`src/rtl/encoder_8to3_irq.sv`:
```
// Sequential 8-to-3 priority encoder with request/acknowledge handshake.
// Pending lines accumulate; the highest unmasked one is granted until ACK.
module encoder_8to3_irq (
  input  logic       CLK,
  input  logic       RST,
  input  logic [7:0] REQ_IN,
  input  logic [7:0] MASK,
  input  logic       ACK,
  output logic [2:0] ENC_OUT,
  output logic       VALID,
  output logic [7:0] PENDING
);

  typedef enum logic {
    IDLE    = 1'b0,
    PRESENT = 1'b1
  } state_t;

  state_t     state_q, state_d;
  logic [2:0] enc_q, enc_d;
  logic       valid_q, valid_d;
  logic [7:0] pend_q, pend_d;

  logic [7:0] elig;
  logic [7:0] clr;
  logic [2:0] top_idx;

  always_ff @(posedge CLK) begin
    if (RST) begin
      state_q <= IDLE;
      enc_q   <= 3'd0;
      valid_q <= 1'b0;
      pend_q  <= 8'h00;
    end else begin
      state_q <= state_d;
      enc_q   <= enc_d;
      valid_q <= valid_d;
      pend_q  <= pend_d;
    end
  end

  // Registered pending only; REQ_IN never bypasses arbitration.
  always_comb begin
    elig    = pend_q & ~MASK;
    top_idx = 3'd0;
    for (int i = 0; i < 8; i++) begin
      if (elig[i]) top_idx = 3'(i);
    end
  end

  always_comb begin
    state_d = state_q;
    enc_d   = enc_q;
    valid_d = valid_q;
    clr     = 8'h00;
    unique case (state_q)
      IDLE: begin
        if (elig != 8'h00) begin
          enc_d   = top_idx;
          valid_d = 1'b1;
          state_d = PRESENT;
        end
      end
      PRESENT: begin
        if (ACK) begin
          clr     = 8'h01 << enc_q;
          valid_d = 1'b0;
          state_d = IDLE;
        end
      end
      default: state_d = IDLE;
    endcase
    // New requests win over a same-cycle clear.
    pend_d = (pend_q & ~clr) | REQ_IN;
  end

  assign ENC_OUT = enc_q;
  assign VALID   = valid_q;
  assign PENDING = pend_q;

endmodule

```
`config.mk`:
```
export PLATFORM = sky130hd
export DESIGN_NAME = encoder_8to3_irq
export DESIGN_NICKNAME = d
export VERILOG_FILES = /design/src/rtl/encoder_8to3_irq.sv
export SDC_FILE = /design/constraint.sdc
export NUM_CORES = 1
export LEC_CHECK = 0
export CORE_MARGIN = 2
export CORE_UTILIZATION = 40
export DETAILED_ROUTE_END_ITERATION = 10
export GPL_TIMING_DRIVEN = 0
export PLACE_DENSITY = 0.77
export SLEW_MARGIN = 5
export SYNTH_ARGS = -nofsm -noshare
export SYNTH_HDL_FRONTEND = slang
export SYNTH_SLANG_ARGS = --single-unit
```
`constraint.sdc`:
```
create_clock -name CLK -period 3.83 [get_ports CLK]
set_input_delay 0.766 -clock CLK [delete_from_list [all_inputs] [get_ports CLK]]
set_output_delay 0.766 -clock CLK [all_outputs]
set_load 0.05 [all_outputs]
```
**Word-level counts from Yosys, hierarchy flattened**

Cells that the tools add are included.

- ROM bits: 0
- Memories kept: 0
- Latch bits: 0
- Bits of input ports: 19
- Output and inout port bits: 12
- RAM bits: 0
- Register bits after elaboration: 13

- Add/subtract/negate cells: 0
- Multiplexer cells: 15
- Reduce and logical (&&, ||, !) cells: 3
- Bitwise logic cells: 6
- Eq/ne operators: 2
- $mul: 0
- Divide/modulo/power cells: 0
- Shifts and indexed selects: 1
- Magnitude comparators: 0

Operators with widths:

| cell | count |
|---|---|
| $mux 3 | 6 |
| $and 8x8->8 | 2 |
| $mux 8 | 2 |
| $not 8->8 | 2 |
| $or 8x8->8 | 1 |
| $reduce_bool 8->1 | 1 |
| $shl 1x3->8 const A | 1 |
| $mux 1 | 5 |
| $ne 2x2->1 const B | 2 |
| $pmux 1 s2 | 2 |
| $reduce_and 2->1 | 2 |
| $not 1->1 | 1 |

**Depth between registers and ports, before layout**

Gate-level depths: netlist of run 1.

- Word-level depth: 9
- Depth in mapped cells: 5
- Gate-level depth less buffers: 4

**Worst setup path after synthesis of run 1**

OpenSTA, ideal clock, no wires.

- Path type: input to register
- From: input port MASK[4]
- To: register enc_q[1], in the netlist ENC_OUT[1]
- Path buffers: 0
- Stages: 4
- Arrival: 1.621 ns
- Slack: 2.087 ns
- Cells stage by stage: nand2b_1 > and4_4 > a21oi_2 > mux2_4

- Cells in the longest elaborated chain, start to end: 6

RTL lines:

| item | RTL line | source |
|---|---|---|
| start: declaration | 7 | `input logic [7:0] MASK,` |
| $not 8->8 (*) | 44 | `elig = pend_q & ~MASK;` |
| $and 8x8->8 (*) | 44 |  |
| $mux 3 (4 in series) | 47 | `if (elig[i]) top_idx = 3'(i);` |
| end signal: assignment | 36 | `enc_q <= enc_d;` |
| end: declaration | 20 | `logic [2:0] enc_q, enc_d;` |

Mark *: on every way between the ends. The rest lies on a longest branch, timed or not.
A chain may end at the register's enable or synchronous reset.

**Final worst setup path of run 1**

- From: register enc_q[0], in the netlist ENC_OUT[0]
- To: output port ENC_OUT[0]

RTL lines:

| item | RTL line | source |
|---|---|---|
| end: declaration | 9 | `output logic [2:0] ENC_OUT,` |

No word-level cell between the ends.

==> flow_summary.yaml, run 1 <==
finish:
  layout.area.seq_um2: 260
  post_route_cells_drive_above_1_share: 0.0818
  syn2layout_area_growth_pct: 54.0
  utilization: 0.656
  antenna_cells: 0
  fill_cells: 129
  layout_commonest_cell: "clkdlybuf4s50_1"
  layout.nets: 130
  multi_input_area_um2: 347
  layout_common_cells: "clkdlybuf4s50_1, dfxtp_1, nand2b_1, a21oi_1, o21ai_0"
worst_setup_path:
  startpoint_type: "flip-flop"
  critPathTopFamily: "buffers and inverters"
  worstSetupPathType: "flip-flop to primary output"
  cp-end-kind: "primary output"
  worst_path_max_delay_cell: "clkdlybuf4s50_1"
  worstPathRequired_ns: 3.06
  cp_max_fo: 8
  crit_buf_inv: 1
  worstPathCellList: "clkdlybuf4s50_1"
  critPathMaxStageDelay_ns: 0.86
  critPathArrivalTime_ns: 1.62
floorplanning:
  core_mm2: 0.00151
  die_w_um: 44.1
  pin_count: 31
  start_util: 0.426
  die_area_mm2: 0.00194
  rows: 14
  dieHeight_um: 44.1
grt:
  grt_pass1_vias: 583
  grt_usage: 0.177
  antenna_found_initial: 0
  grt_overflow: 0
  grt_pass1_wl_mm: 2.55
  grt_max_degree: 11
logic_synthesis:
  synth_fp_nets: 95
  synth_warnings: 0
  synth_edf_count: 0
  synthFlopType: "dfxtp_1"
  synth.distinct_cells: 27
  synth_area_um2: 642
  seq_area_frac_synth: 0.405
  ys_seq_elements: 13
  syn_avg_cell_area_um2: 8.45
  synth-async-reset-ratio: 0
  syn_inst: 76
  synthTopCellsByArea: "dfxtp_1, nand2b_1, a21oi_1, o21ai_0, inv_1"
  yosysTopAreaCell: "dfxtp_1"
  yosysTopAreaCellShare: 0.405
sta:
  tightestPinTransition_ns: 0.497
  maxSlewViolCount: 0
  setup_viol: 0
  hold_viol_final: 0
  rsz0062_at_grt: "no"
  setup-tns-final_ns: 0
  fin_skew_ns: 0.00783
  finalCritPeriodShare: 0.623
  post-route-min-period_ns: 2.39
  setup_slack_ns: 1.44
  fmax_mhz: 419
  max-slew-margin-rel: 0.668
cts:
  tritoncts: "built"
  cts-root-buf: "clkbuf_4"
  cts_max_path_buffers: 2
  cts_made_buffers: 3
  cts_sinks: 13
  cts_hold_buffers: 0
  htreeDepth: 1
  clk_latency_ns: 0.29
  clkTransAtPathRegs_ns: 0.08
  cts_setup_buffers: 0
  ctsResizeCount: 0
detailed_routing:
  wl_met1_um: 711
  wire_per_inst_um: 12.7
  met2WireLength_um: 729
  viasPerCell: 5.14
  dr.pass1.iters: 4
  via_count: 648
  ant_nets: 0
  drt-total-wl_mm: 1.60
  wl_met3_um: 128
  drc: 0
  first_iter_violations: 11
  highest_layer: "met4"
placement:
  portBuffers: 30
  dp_worst_setup_slack_ns: 1.62
  hpwl_mm: 1.23
  gp_congestion: 0.783
power:
  power.total_w: 0.000376
  leakagePower_nw: 0.387
  vdd_drop_max_uv: 278
  pwr_density_cell_mw_per_mm2: 381
min_path:
  hp-class: "flip-flop to flip-flop"
run_status:
  status: "completed"
flow_run:
  cap_viol_max_count: 0
==> kinds of logic (layout without fill, tap and decap cells) <==
kind of cell / count (synthesis) / count (layout) / share of synthesized area
and+or+nand+nor: 25 / 25 / 0.255
muxes: 1 / 1 / 0.0234
AOI/OAI and AO/OA: 28 / 28 / 0.261
buffers and inverters: 9 / 43 / 0.0546
DFF: 13 / 13 / 0.405
==> per-stage QoR <==
step                      area (µm²)  cells  hold slack, ns
after global placement           962    122           0.475
after floorplan                  642     76           0.587
after global routing             988    126           0.526
final                            988    126           0.503
after CTS                        988    126           0.502
after detailed placement         962    122           0.488
==> worst reg2reg max path, stage by stage (launching register included) <==
cell	delay, ns
dfxtp_1	0.35
nor2b_4	0.16
and4b_4	0.22
a21oi_2	0.21
mux2_4	0.32
==> Yosys cell counts, types with 2 or more instances <==
| cell | number |
|---|---|
| a31oi_1 | 2 |
| nor2b_1 | 3 |
| o21a_1 | 2 |
| dfxtp_1 | 13 |
| o21ai_0 | 8 |
| nor2_1 | 2 |
| nand2b_1 | 9 |
| inv_1 | 7 |
| a21oi_1 | 9 |
| or3_1 | 2 |
| nand2_1 | 3 |
==> per-layer routing <==
| metal | track usage | up-vias |
|---|---|---|
| li1 | - | 336 |
| met1 | 0.225 | 283 |
| met2 | 0.285 | 27 |
| met3 | 0.0449 | 2 |
| met4 | 0.0727 | 0 |
| met5 | 0 | - |
==> layout make-up <==
cell class / instances / area share
multi-input combinational: 54 / 0.351
sequential: 13 / 0.263
timing repair buffer: 30 / 0.304
clock buffer: 4 / 0.0266
tap: 16 / 0.0203
buffer: 2 / 0.00886
inverter: 7 / 0.0266
==> worst paths after layout <==
path / slack (ns) / depth (start not counted) / start / endpoint
max: 1.44 / 1 / ENC_OUT[0] / ENC_OUT[0]
min: 0.50 / 2 / PENDING[2] / PENDING[2]
max reg2reg: 2.46 / 4 / PENDING[2] / ENC_OUT[1]
min reg2reg: 0.50 / 2 / PENDING[2] / PENDING[2]
==> state kept, by name, indices dropped and copies added, names as in the netlist <==
register	cells
VALID	1
ENC_OUT	3
PENDING	8
state_q	1
==> where the power goes <==
group / total (W) / internal [W] / switching, W / leakage [nW]
clock: 0.0000868 / 0.0000405 / 0.0000463 / 0.0150
combinational: 0.000130 / 0.0000580 / 0.0000719 / 0.263
sequential: 0.000159 / 0.000148 / 0.0000116 / 0.109
total: 0.000376 / 0.000246 / 0.000130 / 0.387
Power figures use the tool's default switching activity.
==> inputs of run 2 (changes only) <==
- CORE_UTILIZATION: 40 -> 38
- PLACE_DENSITY: 0.77 -> 0.74
- clock period: 3.83 -> 2.4 ns (I/O delays scaled with it)
==> flow_summary.yaml, run 2 (synthesis results as in run 1) <==
run_status:
  status: "completed"
min_path:
  hp-class: "flip-flop to flip-flop"
power:
  vdd_drop_max_uv: 280
  pwr_density_cell_mw_per_mm2: 604
  combinationalPowerShare: 0.344
  intPower_w: 0.000393
  leakagePower_nw: 0.387
  netSwitchingFraction: 0.341
  p_clk_frac: 0.231
  p_seq_frac: 0.425
  switching_power_w: 0.000204
detailed_routing:
  highest_layer: "met4"
  wl_met3_um: 93
  first_iter_violations: 4
  dr.pass1.iters: 4
  wire_per_inst_um: 12.1
  met2WireLength_um: 706
  drt-total-wl_mm: 1.52
  ant_nets: 0
  viasPerCell: 5.11
  wl_met1_um: 710
  drc: 0
  via_count: 644
sta:
  fin_skew_ns: 0.00777
  post-route-min-period_ns: 2.05
  maxSlewViolCount: 0
  rsz0062_at_grt: "no"
  hold_viol_final: 0
  setup-tns-final_ns: 0
  setup_viol: 0
  tightestPinTransition_ns: 0.498
  finalCritPeriodShare: 0.855
  fmax_mhz: 487
  max-slew-margin-rel: 0.667
floorplanning:
  rows: 14
  start_util: 0.416
  core_mm2: 0.00154
  pin_count: 31
  die_area_mm2: 0.00203
  die_w_um: 45.1
  dieHeight_um: 45.1
finish:
  antenna_cells: 0
  layout.nets: 130
  layout_commonest_cell: "clkdlybuf4s50_1"
  post_route_cells_drive_above_1_share: 0.0818
  stdcell_count: 126
  layout_common_cells: "clkdlybuf4s50_1, dfxtp_1, nand2b_1, a21oi_1, o21ai_0"
  syn2layout_area_growth_pct: 54.0
  fill_cells: 153
  largest_reg_flops: 8
worst_setup_path:
  startpoint_type: "flip-flop"
  critPathMaxStageDelay_ns: 0.85
  cp_max_fo: 8
  critPathTopFamily: "buffers and inverters"
  cp-end-kind: "primary output"
  crit_buf_inv: 1
  worst_path_max_delay_cell: "clkdlybuf4s50_1"
  critPathArrivalTime_ns: 1.57
  worstPathRequired_ns: 1.92
  worstPathCellList: "clkdlybuf4s50_1"
  worstSetupPathType: "flip-flop to primary output"
cts:
  cts-root-buf: "clkbuf_4"
  clk_latency_ns: 0.28
  clkTransAtPathRegs_ns: 0.08
  cts_setup_buffers: 0
  cts_hold_buffers: 0
  cts_sinks: 13
  tritoncts: "built"
  cts_max_path_buffers: 2
  cts_made_buffers: 3
  ctsResizeCount: 0
  htreeDepth: 1
grt:
  grt_max_degree: 11
  grt_overflow: 0
  grt_pass1_vias: 596
  grt_pass1_wl_mm: 2.44
  grt_usage: 0.169
  antenna_found_initial: 0
placement:
  gp_congestion: 0.781
  hpwl_mm: 1.22
  place_inst: 122
  portBuffers: 30
flow_run:
  cap_viol_max_count: 0
-- run 2: cell counts in the layout (fill, tap and decap cells not counted) --
Identical to the previous run, type by type.
-- run 2: metrics by stage --
| stage | worst slack [ns] | utilization | hold WS [ns] | total power (W) | area (µm²) |
|---|---|---|---|---|---|
| 2_1_floorplan | 0.719 | - | 0.587 | 0.000385 | 642 |
| 3_3_place_gp | 0.487 | 0.624 | 0.483 | 0.000464 | 962 |
| 3_5_place_dp | 0.477 | 0.624 | 0.484 | 0.000465 | 962 |
| 4_1_cts | 0.336 | 0.641 | 0.502 | 0.000601 | 988 |
| 5_1_grt | 0.272 | 0.641 | 0.521 | 0.000626 | 988 |
| 6_report | 0.347 | 0.641 | 0.503 | 0.000597 | 988 |
-- run 2: per-layer routing --
metal  track usage  up-vias
met4        0.0706        0
met3        0.0440        2
li1              -      337
met2         0.274       20
met5             0        -
met1         0.210      285
-- run 2: cell type report --
class                           instances  area [µm²]  area share
Multi-Input combinational cell         54         347       0.351
Timing Repair Buffer                   30         300       0.304
Sequential cell                        13         260       0.263
Clock buffer                            4        26.3      0.0266
Inverter                                7        26.3      0.0266
Tap cell                               16        20.0      0.0203
Buffer                                  2        8.76     0.00886
-- run 2: power groups by stage --
stage / Clock, W / Sequential, W / Combinational (W)
final: 0.000138 / 0.000254 / 0.000206
after global routing: 0.000149 / 0.000258 / 0.000220
after CTS: 0.000140 / 0.000254 / 0.000207
after detailed placement: 0 / 0.000259 / 0.000207
after global placement: 0 / 0.000259 / 0.000205
after floorplan: 0 / 0.000319 / 0.0000660
-- run 2: path summary, 6_finish.rpt --
path,startpoint,end,slack [ns],cells after the start
hold / removal,PENDING[5],PENDING[5],0.50,2
setup / recovery,ENC_OUT[0],ENC_OUT[0],0.35,1
hold reg to reg,PENDING[5],PENDING[5],0.50,2
setup reg to reg,PENDING[2],ENC_OUT[1],1.04,4
-- run 2: worst min-delay path, cell delays in order (launching register included) --
cell and delay [ns]:
dfxtp_1 0.33, o21ai_0 0.07, a21oi_1 0.06
==> inputs of run 3 (changes only) <==
- CELL_PAD_IN_SITES_DETAIL_PLACEMENT: not set -> 0
- CELL_PAD_IN_SITES_GLOBAL_PLACEMENT: not set -> 1
- CORE_UTILIZATION: 38 -> 40
- DONT_BUFFER_PORTS: not set -> 1
- PLACE_DENSITY: 0.74 -> 0.7
==> flow_summary.yaml, run 3 (synthesis results as in run 1) <==
grt:
  grt_overflow: 0
  grt_pass1_vias: 544
  grt_usage: 0.167
  busiest_layer: "met2"
  met2_usage: 0.297
  antenna_found_initial: 0
  grt_pass1_wl_mm: 2.33
  grt_max_degree: 11
  grtUsageMet3: 0.0449
  grtUsageMet1: 0.177
cts:
  ctsResizeCount: 0
  cts_hold_buffers: 0
  tritoncts: "built"
  cts_setup_buffers: 0
  cts_max_path_buffers: 2
  cts-root-buf: "clkbuf_4"
  htreeDepth: 1
  clkTransAtPathRegs_ns: 0.08
  cts_made_buffers: 3
  cts_sinks: 13
  clk_latency_ns: 0.27
sta:
  fmax_mhz: 563
  post-route-min-period_ns: 1.78
  finalCritPeriodShare: 0.740
  rsz0062_at_grt: "no"
  setup_viol: 0
  maxSlewViolCount: 0
  hold_viol_final: 0
  setup-tns-final_ns: 0
  tightestPinTransition_ns: 0.698
  fin_skew_ns: 0.00381
  max-slew-margin-rel: 0.534
power:
  p_clk_frac: 0.255
  combinationalPowerShare: 0.148
  vdd_drop_max_uv: 346
  switching_power_w: 0.000195
  pwr_density_cell_mw_per_mm2: 777
  netSwitchingFraction: 0.365
  p_seq_frac: 0.597
  intPower_w: 0.000339
  leakagePower_nw: 0.272
finish:
  antenna_cells: 0
  fill_cells: 170
  post_route_cells_drive_above_1_share: 0.113
  layout_commonest_cell: "dfxtp_1"
  syn2layout_area_growth_pct: 7.21
  largest_reg_flops: 8
  fin_area_um2: 688
  layout.nets: 100
  utilization: 0.457
  layout_common_cells: "dfxtp_1, nand2b_1, a21oi_1"
min_path:
  hold_path_depth: 2
  hp-class: "input port to flip-flop"
run_status:
  status: "completed"
detailed_routing:
  first_iter_violations: 9
  viasPerCell: 5.60
  via_count: 538
  drt-total-wl_mm: 1.49
  ant_nets: 0
  drc: 0
  wire_per_inst_um: 15.5
  dr.pass1.iters: 4
worst_setup_path:
  cp_max_fo: 4
  reg2reg_depth: 4
  worstPathRequired_ns: 2.57
  critPathArrivalTime_ns: 1.94
  worstSetupPathType: "flip-flop to flip-flop"
  cp-end-kind: "flip-flop"
  startpoint_type: "flip-flop"
placement:
  portBuffers: 0
  gp_congestion: 0.723
  placed_area_um2: 662
  hpwl_mm: 1.14
flow_run:
  cap_viol_max_count: 0
floorplanning:
  pin_count: 31
  rows: 14
  start_util: 0.426
  die_w_um: 44.1
  dieHeight_um: 44.1
  core_mm2: 0.00151
  die_area_mm2: 0.00194
## run 3: cell types whose count changed in the layout (fill, tap and decap cells not counted)
cell / delta
clkdlybuf4s50_1: -30
## run 3: cell type report
| cell class | count | area, µm² | area share |
|---|---|---|---|
| plain buffers | 2 | 8.76 | 0.0127 |
| flip-flops and latches | 13 | 260 | 0.378 |
| multi-input cells | 54 | 347 | 0.504 |
| clock buffers | 4 | 26.3 | 0.0382 |
| well taps | 16 | 20.0 | 0.0291 |
| inverters | 7 | 26.3 | 0.0382 |
## run 3: power by group through the flow
stage	Combinational (W)	Sequential [W]	Clock, W
finish	0.0000792	0.000319	0.000136
global route	0.0000884	0.000323	0.000151
CTS	0.0000795	0.000320	0.000142
detailed placement	0.0000786	0.000325	0
global placement	0.0000777	0.000324	0
floorplan	0.0000660	0.000319	0
## run 3: final timing paths
check,startpoint,to,slack [ns]
max,PENDING[2],ENC_OUT[1],0.62
min,REQ_IN[4],PENDING[4],0.32
max reg2reg,PENDING[2],ENC_OUT[1],0.62
min reg2reg,state_q,ENC_OUT[2],0.64
## run 3: per-layer routing
metal	routed length [µm]	vias up	share of wire
met3	121	2	0.081
li1	-	274	-
met4	19	0	0.013
met5	0	-	0
met2	751	22	0.51
met1	594	240	0.40
## run 3: stage by stage
| step | total power, W | hold WS [ns] | setup WS (ns) | std cells |
|---|---|---|---|---|
| 4_1_cts | 0.000542 | 0.315 | 0.628 | 96 |
| 3_5_place_dp | 0.000403 | 0.607 | 0.633 | 92 |
| 3_3_place_gp | 0.000402 | 0.598 | 0.626 | 92 |
| 5_1_grt | 0.000562 | 0.331 | 0.586 | 96 |
| 2_1_floorplan | 0.000385 | 0.587 | 0.719 | 76 |
| 6_report | 0.000535 | 0.322 | 0.623 | 96 |
## run 3: worst max-delay path: stages (launching register included)
cell,delay [ns]
dfxtp_1,0.66
nor2b_4,0.26
and4b_4,0.23
a21oi_2,0.21
mux2_4,0.32
